<file path="src/rtl/paint_cursor_ctrl_pkg.sv">
// Shared definitions for the paint pipeline: cursor geometry, step FSM encodings, VRAM address formation.
// Latency: n/a (declarations only).
// Backpressure: n/a.
package paint_cursor_ctrl_pkg;

  localparam int SCREEN_DIM = 256;
  localparam int COORD_W    = $clog2(SCREEN_DIM);
  localparam int ADDR_W     = 2 * COORD_W;

  // Cursor starts mid-screen on both axes.
  localparam logic [COORD_W-1:0] CURSOR_RST = COORD_W'(128);

  typedef enum logic [1:0] {
    ST_IDLE   = 2'd0,
    ST_DELAY  = 2'd1,
    ST_REPEAT = 2'd2
  } step_state_e;

  // Row-major VRAM address; the colour stage forms its read address the same way.
  function automatic logic [ADDR_W-1:0] vram_addr(input logic [COORD_W-1:0] y,
                                                  input logic [COORD_W-1:0] x);
    return {y, x};
  endfunction

endpackage

</file>
<file path="src/rtl/paint_cursor_ctrl_btn_step.sv">
// Conditions one raw button: 2-flop sync, debounce, step FSM with hold/auto-repeat.
// Latency: raw edge -> debounced level 2 + DB_CYCLES cycles; step is combinational from level/state.
// Backpressure: none; step pulses are single-cycle and must be consumed when asserted.
// Ports: clk, rst (async, active-high), raw_i (asynchronous button),
//        lvl_o (debounced level), step_o (one-cycle step pulse).
module btn_step
  import paint_cursor_ctrl_pkg::*;
#(
  parameter int DB_CYCLES     = 1_000_000,
  parameter int HOLD_CYCLES   = 50_000_000,
  parameter int REPEAT_CYCLES = 10_000_000
) (
  input  logic clk,
  input  logic rst,
  input  logic raw_i,
  output logic lvl_o,
  output logic step_o
);

  localparam int DB_W    = $clog2(DB_CYCLES + 1);
  localparam int CNT_MAX = (HOLD_CYCLES > REPEAT_CYCLES) ? HOLD_CYCLES : REPEAT_CYCLES;
  localparam int CNT_W   = $clog2(CNT_MAX + 1);

  logic              sync1_q, sync2_q;
  logic              lvl_q, lvl_d;
  logic [DB_W-1:0]   db_cnt_q, db_cnt_d;
  step_state_e       state_q, state_d;
  logic [CNT_W-1:0]  cnt_q, cnt_d;
  logic              hold_done, rep_done;

  always_ff @(posedge clk or posedge rst) begin
    if (rst) begin
      sync1_q <= 1'b0;
      sync2_q <= 1'b0;
    end else begin
      sync1_q <= raw_i;
      sync2_q <= sync1_q;
    end
  end

  // The count only runs while the synchronized input disagrees with the
  // accepted level; any cycle of agreement (a bounce) restarts it.
  always_comb begin
    lvl_d    = lvl_q;
    db_cnt_d = '0;
    if (sync2_q != lvl_q) begin
      if (db_cnt_q == DB_W'(DB_CYCLES - 1)) begin
        lvl_d = sync2_q;
      end else begin
        db_cnt_d = db_cnt_q + DB_W'(1);
      end
    end
  end

  always_ff @(posedge clk or posedge rst) begin
    if (rst) begin
      lvl_q    <= 1'b0;
      db_cnt_q <= '0;
    end else begin
      lvl_q    <= lvl_d;
      db_cnt_q <= db_cnt_d;
    end
  end

  assign hold_done = (cnt_q == CNT_W'(HOLD_CYCLES - 1));
  assign rep_done  = (cnt_q == CNT_W'(REPEAT_CYCLES - 1));

  // Step FSM: state register.
  always_ff @(posedge clk or posedge rst) begin
    if (rst) begin
      state_q <= ST_IDLE;
      cnt_q   <= '0;
    end else begin
      state_q <= state_d;
      cnt_q   <= cnt_d;
    end
  end

  // Step FSM: next state. IDLE is only ever re-entered with the level low,
  // so a high level seen in IDLE is exactly the debounced rising edge.
  always_comb begin
    state_d = state_q;
    cnt_d   = cnt_q;
    case (state_q)
      ST_IDLE: begin
        cnt_d = '0;
        if (lvl_q) state_d = ST_DELAY;
      end
      ST_DELAY: begin
        if (!lvl_q) begin
          state_d = ST_IDLE;
          cnt_d   = '0;
        end else if (hold_done) begin
          state_d = ST_REPEAT;
          cnt_d   = '0;
        end else begin
          cnt_d = cnt_q + CNT_W'(1);
        end
      end
      ST_REPEAT: begin
        if (!lvl_q) begin
          state_d = ST_IDLE;
          cnt_d   = '0;
        end else if (rep_done) begin
          cnt_d = '0;
        end else begin
          cnt_d = cnt_q + CNT_W'(1);
        end
      end
      default: begin
        state_d = ST_IDLE;
        cnt_d   = '0;
      end
    endcase
  end

  // Step FSM: outputs. A release wins over a coinciding timer expiry.
  always_comb begin
    step_o = 1'b0;
    case (state_q)
      ST_IDLE:   step_o = lvl_q;
      ST_DELAY:  step_o = lvl_q && hold_done;
      ST_REPEAT: step_o = lvl_q && rep_done;
      default:   step_o = 1'b0;
    endcase
  end

  assign lvl_o = lvl_q;

endmodule

</file>
<file path="src/rtl/paint_cursor_ctrl.sv">
// Paint cursor control: conditions buttons/draw switch, moves the (x,y) cursor, issues VRAM write strobes.
// Latency: step -> x/y next edge; x/y change (pen down) or pen rise -> we one cycle later.
// Backpressure: none; the VRAM write port accepts a write every cycle.
// Ports: clk, rst (async, active-high); btn_up/down/left/right, draw (raw async); color (pen colour);
//        x, y (cursor); we, waddr ({y,x}), wdata (colour latched on the trigger edge).
module paint_cursor_ctrl
  import paint_cursor_ctrl_pkg::*;
#(
  parameter int DB_CYCLES     = 1_000_000,
  parameter int HOLD_CYCLES   = 50_000_000,
  parameter int REPEAT_CYCLES = 10_000_000
) (
  input  logic        clk,
  input  logic        rst,
  input  logic        btn_up,
  input  logic        btn_down,
  input  logic        btn_left,
  input  logic        btn_right,
  input  logic        draw,
  input  logic [11:0] color,
  output logic [7:0]  x,
  output logic [7:0]  y,
  output logic        we,
  output logic [15:0] waddr,
  output logic [11:0] wdata
);

  // Bit order: [3]=up, [2]=down, [1]=left, [0]=right.
  logic [3:0] dir_raw, dir_step, dir_lvl_unused;
  logic       pen, draw_step_unused;

  assign dir_raw = {btn_up, btn_down, btn_left, btn_right};

  for (genvar i = 0; i < 4; i++) begin : g_dir
    btn_step #(
      .DB_CYCLES    (DB_CYCLES),
      .HOLD_CYCLES  (HOLD_CYCLES),
      .REPEAT_CYCLES(REPEAT_CYCLES)
    ) u_btn (
      .clk   (clk),
      .rst   (rst),
      .raw_i (dir_raw[i]),
      .lvl_o (dir_lvl_unused[i]),
      .step_o(dir_step[i])
    );
  end

  // The draw switch shares the conditioning path; only its level is consumed.
  btn_step #(
    .DB_CYCLES    (DB_CYCLES),
    .HOLD_CYCLES  (HOLD_CYCLES),
    .REPEAT_CYCLES(REPEAT_CYCLES)
  ) u_draw (
    .clk   (clk),
    .rst   (rst),
    .raw_i (draw),
    .lvl_o (pen),
    .step_o(draw_step_unused)
  );

  logic [COORD_W-1:0] x_q, x_d, y_q, y_d;
  logic               moved_q, moved_d;
  logic               pen_q;
  logic               trigger;
  logic               we_q, we_d;
  logic [ADDR_W-1:0]  waddr_q, waddr_d;
  logic [11:0]        wdata_q, wdata_d;

  always_comb begin
    x_d = x_q;
    y_d = y_q;
    // Opposing steps in the same cycle cancel; coordinates wrap modulo 256.
    if (dir_step[0] && !dir_step[1])      x_d = x_q + COORD_W'(1);
    else if (dir_step[1] && !dir_step[0]) x_d = x_q - COORD_W'(1);
    if (dir_step[2] && !dir_step[3])      y_d = y_q + COORD_W'(1);
    else if (dir_step[3] && !dir_step[2]) y_d = y_q - COORD_W'(1);
    // Only a net change of position counts as a move.
    moved_d = (x_d != x_q) || (y_d != y_q);

    // moved_q marks the cycle in which x_q/y_q show the new position, which
    // puts the write strobe one cycle after the coordinate change.
    trigger = pen && (moved_q || !pen_q);
    we_d    = trigger;
    waddr_d = waddr_q;
    wdata_d = wdata_q;
    if (trigger) begin
      waddr_d = vram_addr(y_q, x_q);
      wdata_d = color;
    end
  end

  always_ff @(posedge clk or posedge rst) begin
    if (rst) begin
      x_q     <= CURSOR_RST;
      y_q     <= CURSOR_RST;
      moved_q <= 1'b0;
      pen_q   <= 1'b0;
      we_q    <= 1'b0;
      waddr_q <= vram_addr(CURSOR_RST, CURSOR_RST);
      wdata_q <= '0;
    end else begin
      x_q     <= x_d;
      y_q     <= y_d;
      moved_q <= moved_d;
      pen_q   <= pen;
      we_q    <= we_d;
      waddr_q <= waddr_d;
      wdata_q <= wdata_d;
    end
  end

  assign x     = x_q;
  assign y     = y_q;
  assign we    = we_q;
  assign waddr = waddr_q;
  assign wdata = wdata_q;

endmodule

</file>
<file path="config.mk">
export PLATFORM = sky130hd
export DESIGN_NAME = paint_cursor_ctrl
export DESIGN_NICKNAME = d
export VERILOG_FILES = /design/src/rtl/paint_cursor_ctrl_pkg.sv /design/src/rtl/paint_cursor_ctrl_btn_step.sv /design/src/rtl/paint_cursor_ctrl.sv
export SDC_FILE = /design/constraint.sdc
export NUM_CORES = 1
export LEC_CHECK = 0
export CORE_MARGIN = 10
export CORE_UTILIZATION = 41
export CTS_CLUSTER_SIZE = 14
export DETAILED_ROUTE_END_ITERATION = 6
export PLACE_DENSITY = 0.6
export SYNTH_ARGS = -nofsm -noshare
export SYNTH_HDL_FRONTEND = slang
export SYNTH_SLANG_ARGS = --single-unit
</file>
<file path="constraint.sdc">
create_clock -name clk -period 14.7 [get_ports clk]
set_clock_uncertainty 0.2 [all_clocks]
set_input_delay 3.675 -clock clk [delete_from_list [all_inputs] [get_ports clk]]
set_output_delay 3.675 -clock clk [all_outputs]
set_load 0.03 [all_outputs]
</file>
# Word level (Yosys, flattened, before mapping)
# Index checks and enable logic that the tools add are counted.
[totals] reg_bits=274
[op_classes] reduce_logical=33 mux=58 n_addsub=13 eq_ne=40
[op_table] cell="$mux 26" n=16
[op_table] cell="$pmux 26 s2" n=4
[op_table] cell="$mux 20" n=10
[op_table] cell="$add 26x1->26 const B" n=4
[op_table] cell="$eq 26x24->1 const B" n=4
[op_table] cell="$eq 26x26->1 const B" n=4
[op_table] cell="$add 20x1->20 const B" n=5
[op_table] cell="$eq 20x20->1 const B" n=5
[op_table] cell="$mux 2" n=16
[op_table] cell="$mux 8" n=4
[op_table] cell="$pmux 2 s3" n=4
[op_table] cell="$add 8x1->8 const B" n=2
[op_table] cell="$ne 8x8->1" n=2
[op_table] cell="$sub 8x1->8 const B" n=2
[op_table] cell="$logic_and 1x1->1" n=13
[op_table] cell="$ne 3x3->1 const B" n=4
[op_table] cell="$pmux 1 s3" n=4
[op_table] cell="$reduce_and 3->1" n=4
[op_table] cell="$reduce_and 2->1" n=5
[op_table] cell="$eq 2x1->1 const B" n=4
[op_table] cell="$eq 2x2->1 const B" n=4
[op_table] cell="$logic_not 2->1" n=4
[op_table] cell="$ne 2x1->1 const B" n=4
[op_table] cell="$ne 2x2->1 const B" n=4
[op_table] cell="other kinds (3)" n=12

# Longest topological paths before layout
[depth] word_depth=9 depth_mapped=9

# Hierarchy
# From an unflattened synthesis, not the netlist that was laid out.
[unflattened] hier_cells=1478 hier_area_um2=15446.1
[modules_own_cells] module="btn_step (g_dir[0].u_btn ...)" n_inst=4 area_per_inst_um2=2692.6 seq_area_each_um2=1276.2 cells_per_inst=264
[modules_own_cells] module="btn_step (g_dir[1].u_btn)" n_inst=1 area_per_inst_um2=2660.1 seq_area_each_um2=1276.2 cells_per_inst=268
[modules_own_cells] module="paint_cursor_ctrl" n_inst=1 area_per_inst_um2=2015.7 seq_area_each_um2=1181.1 cells_per_inst=154

# Least setup slack after synthesis
# No wires, ideal clock.
[synth_path] path_kind="register to output" from="register x_q[7], in the netlist x[7]" to="output port x[7]" path_buffers=0 path_slack_ns=10.213 path_stages_with_launch=1 t_required_ns=10.825 t_arrival_ns=0.612 cell_sequence="dfstp_2"
[synth_rtl] item="start: declaration" line_no="paint_cursor_ctrl.sv:61" rtl="logic [COORD_W-1:0] x_q, x_d, y_q, y_d;"
[synth_rtl] item="start signal: assignment" line_no="paint_cursor_ctrl.sv:94" rtl="x_q <= CURSOR_RST;"
[synth_rtl] item="start signal: assignment" line_no="paint_cursor_ctrl.sv:102" rtl="x_q <= x_d;"
[synth_rtl] item="end: declaration" line_no="paint_cursor_ctrl.sv:21" rtl="output logic [7:0] x,"
# No word-level cell between the ends.

==> impl_results.md <==
- Mean instance size in the synthesized netlist: 9.772 um^2
- Data required time at the worst endpoint: 14.99 ns
- Die ar.: 0.04007 mm^2
- Total core area: 0.03180 mm^2
- Net total in the final layout: 1478
- Wirelength, routed: 27270 um
- Placement row count: 65
- Fraction of layout cells with a size suffix above 1: 0.05979
- Max Cap Violations: 0
- Number of buffers inserted by port buffering: 63
- Residual DRC: 0
- Pin count of the biggest net entering global routing: 131
- Clock tree root driver cell: sky130_fd_sc_hd__clkbuf_16
- Net switching power of the design: 0.3372 mW
- Starting utilization of the core area: 0.4185
- Clock Power Share: 0.515
- Static leakage power: 6.470 nW
- Cell area power density: 105.2 mW/mm^2
- Number of different library cells in the post-synthesis netlist: 64
- Post-CTS sizing: 0
- Run status: finished, final reports clean
- Number of warnings printed during yosys synthesis: 0
- Cell count after synthesis: 1362
- Vias in the first global route: 9511
- Number of setup violations in the final report: 0
- Number of enable flip-flop cells after synthesis: 0
- Actual transition at the worst max-transition pin: 1.061 ns
- Die height: 200.2 um
- Share of power burned in registers: 0.467
- Detailed-route via count: 9485
- Top library cells by usage in the layout, fill and taps aside: sky130_fd_sc_hd__dfrtp_1 (270), sky130_fd_sc_hd__nor2_1 (245), sky130_fd_sc_hd__nand2_1 (148), sky130_fd_sc_hd__xor2_1 (109), sky130_fd_sc_hd__nand3_1 (93)
- Boundary pin count: 64
- Share of synthesized flip-flops with an asynchronous set or reset: 1.000
- Internal: 1.298 mW
- CTS clk-pin slew, worst paths: 0.06 ns
- CP Capture Type: asynchronous set/reset pin
- Net switching fraction of the power: 0.2062
- Wire length of the first global-routing pass: 47400 um
- CTS H-tree depth: 2
- Number of setup buffers added after CTS: 0
- Post-Route Utilization: 0.4889
- Final global-route overflow total: 0
- Number of nets in the synthesized netlist: 1410
- Number of buffers between clock root and the deepest sink: 3
- GP Congestion: 0.7702
- Mean routed wirelength per cell: 14.43 um
- Critical path type: primary input to asynchronous set/reset pin
- Overall routing resource usage: 0.1366
- Count of inserted antenna diode cells: 0
- Final worst path period need: 6.215 ns
- Max Transition Viols Final: 0
- Seq/Total Area, Yosys: 0.5156
- Via/cell ratio: 5.019
- Initial antenna violation count: 0
- Mapped Area: 0.01331 mm^2
- Antenna viol nets, final: 0
- Most used flip-flop cell after synthesis: sky130_fd_sc_hd__dfrtp_1
- Final worst path period share: 0.4228
- Die Wd: 200.2 um
- Class of the worst hold path: flip-flop to flip-flop
- Synth-to-layout area growth: 16.81%
- DR pass1 iterations: 5
- Number of synthesized register bits: 274
- Endpoints failing hold: 0
- Most common cell after layout, fill and taps aside: sky130_fd_sc_hd__dfrtp_1
- Slew Limit Headroom: 0.2911
- Sum Neg Setup Slack: 0 ns
- WP data arrival: 6.51 ns
- Combinational fraction of design power: 0.019
- Critical path launch point type: primary input
- Max rail drop VDD: 69.00 uV
- Clock insertion delay at the later pin of the skew report: 0.50 ns
- Largest fanout on the critical path: 130
- Clock sink count: 274
- Achievable frequency: 160.9 MHz
- Power after layout: 1.635 mW
- Setup repair after global routing missed its margin: no
- Detailed Place HPWL: 18350 um
- Number of buffers inserted during clock tree synthesis: 34
- TritonCTS clock tree: yes
- Iteration-0 DRC Markers: 505
- Number of buffers inserted by hold repair at cts: 0
-- kinds of logic (layout without fill, tap and decap cells) --
kind of cell | count (synthesis) | after routing | synth area share
buf+inv | 78 | 171 | 0.02228
compound gates | 75 | 75 | 0.04240
flops | 274 | 274 | 0.5156
fa+ha+maj | 31 | 31 | 0.02886
simple gates | 701 | 701 | 0.2563
xor+xnor | 197 | 197 | 0.1296
mux | 6 | 6 | 0.004982
-- worst max-delay path, cell delays in order --
cell and delay (ns):
sky130_fd_sc_hd__clkdlybuf4s50_1 0.49, sky130_fd_sc_hd__inv_8 0.56, sky130_fd_sc_hd__buf_4 0.82, sky130_fd_sc_hd__buf_4 0.86
-- registers in the layout, summed over array words and instances (netlist names), 4 cells and up --
register	cells
g_dir.u_btn.sync1_q	4
g_dir.u_btn.db_cnt_q	80
waddr	16
y	8
u_draw.db_cnt_q	20
x	8
g_dir.u_btn.lvl_o	4
g_dir.u_btn.cnt_q	104
g_dir.u_btn.state_q	8
wdata	12
g_dir.u_btn.sync2_q	4
-- path summary, 6_finish.rpt --
path                                                    start                       end  slack [ns]  depth (start not counted)
min reg2reg                          u_draw.sync1_q$_DFF_PP0_  u_draw.sync2_q$_DFF_PP0_        0.15                          0
max                                                       rst     wdata[11]$_DFFE_PP0P_        8.48                          4
max reg2reg                g_dir[2].u_btn.cnt_q[24]$_DFF_PP0_            y[7]$_DFF_PP1_       11.61                          6
min in group asynchronous                                 rst      waddr[1]$_DFFE_PP0P_        3.50                          2
max in group clk                               y[2]$_DFF_PP0_                      y[2]        9.01                          1
min                                  u_draw.sync1_q$_DFF_PP0_  u_draw.sync2_q$_DFF_PP0_        0.15                          0
-- metal layers --
| metal | share of wire | global-route usage |
|---|---|---|
| met1 | 0.50 | 0.1960 |
| met2 | 0.45 | 0.2060 |
| met3 | 0.041 | 0.02676 |
| met4 | 0.016 | 0.03489 |
| met5 | 0 | 0 |
-- stage by stage --
step	cells	area, um^2	setup WS (ns)	hold slack [ns]
2_1_floorplan	1362	13310	3.280	0.1312
3_3_place_gp	1829	14400	7.679	0.1368
3_5_place_dp	1829	14400	7.673	0.1347
4_1_cts	1890	15550	8.196	0.1517
5_1_grt	1890	15550	7.918	0.1544
6_report	1890	15550	8.485	0.1470
-- layout make-up --
class,count,area (um^2)
multi-input combinational,1010,6162
clock buffer,51,1016
tap,435,544.3
timing repair buffer,68,668.1
inverter,42,165.2
clock inverter,10,128.9
fill,2965,16250
sequential,274,6862
-- cell usage after synthesis, types with 27 or more instances --
cell type,n,area [um^2]
sky130_fd_sc_hd__nand4_1,46,287.8
sky130_fd_sc_hd__inv_1,41,153.9
sky130_fd_sc_hd__clkbuf_1,32,120.1
sky130_fd_sc_hd__nand2_1,148,555.5
sky130_fd_sc_hd__and3_1,36,225.2
sky130_fd_sc_hd__nor3_1,27,135.1
sky130_fd_sc_hd__dfrtp_1,270,6756
sky130_fd_sc_hd__nor2_1,245,919.6
sky130_fd_sc_hd__xor2_1,109,954.7
sky130_fd_sc_hd__ha_1,29,362.9
sky130_fd_sc_hd__xnor2_1,88,770.7
sky130_fd_sc_hd__nand3_1,93,465.5
-- power groups by stage --
stage                     registers [mW]  logic [mW]  clock network (mW)
after global routing               0.763      0.0367               0.901
after floorplan                    0.776      0.0205                   0
after detailed placement           0.777      0.0325                   0
final                              0.763      0.0306               0.841
after global placement             0.776      0.0322                   0
after CTS                          0.763      0.0326               0.867
Power figures use the tool's default switching activity.
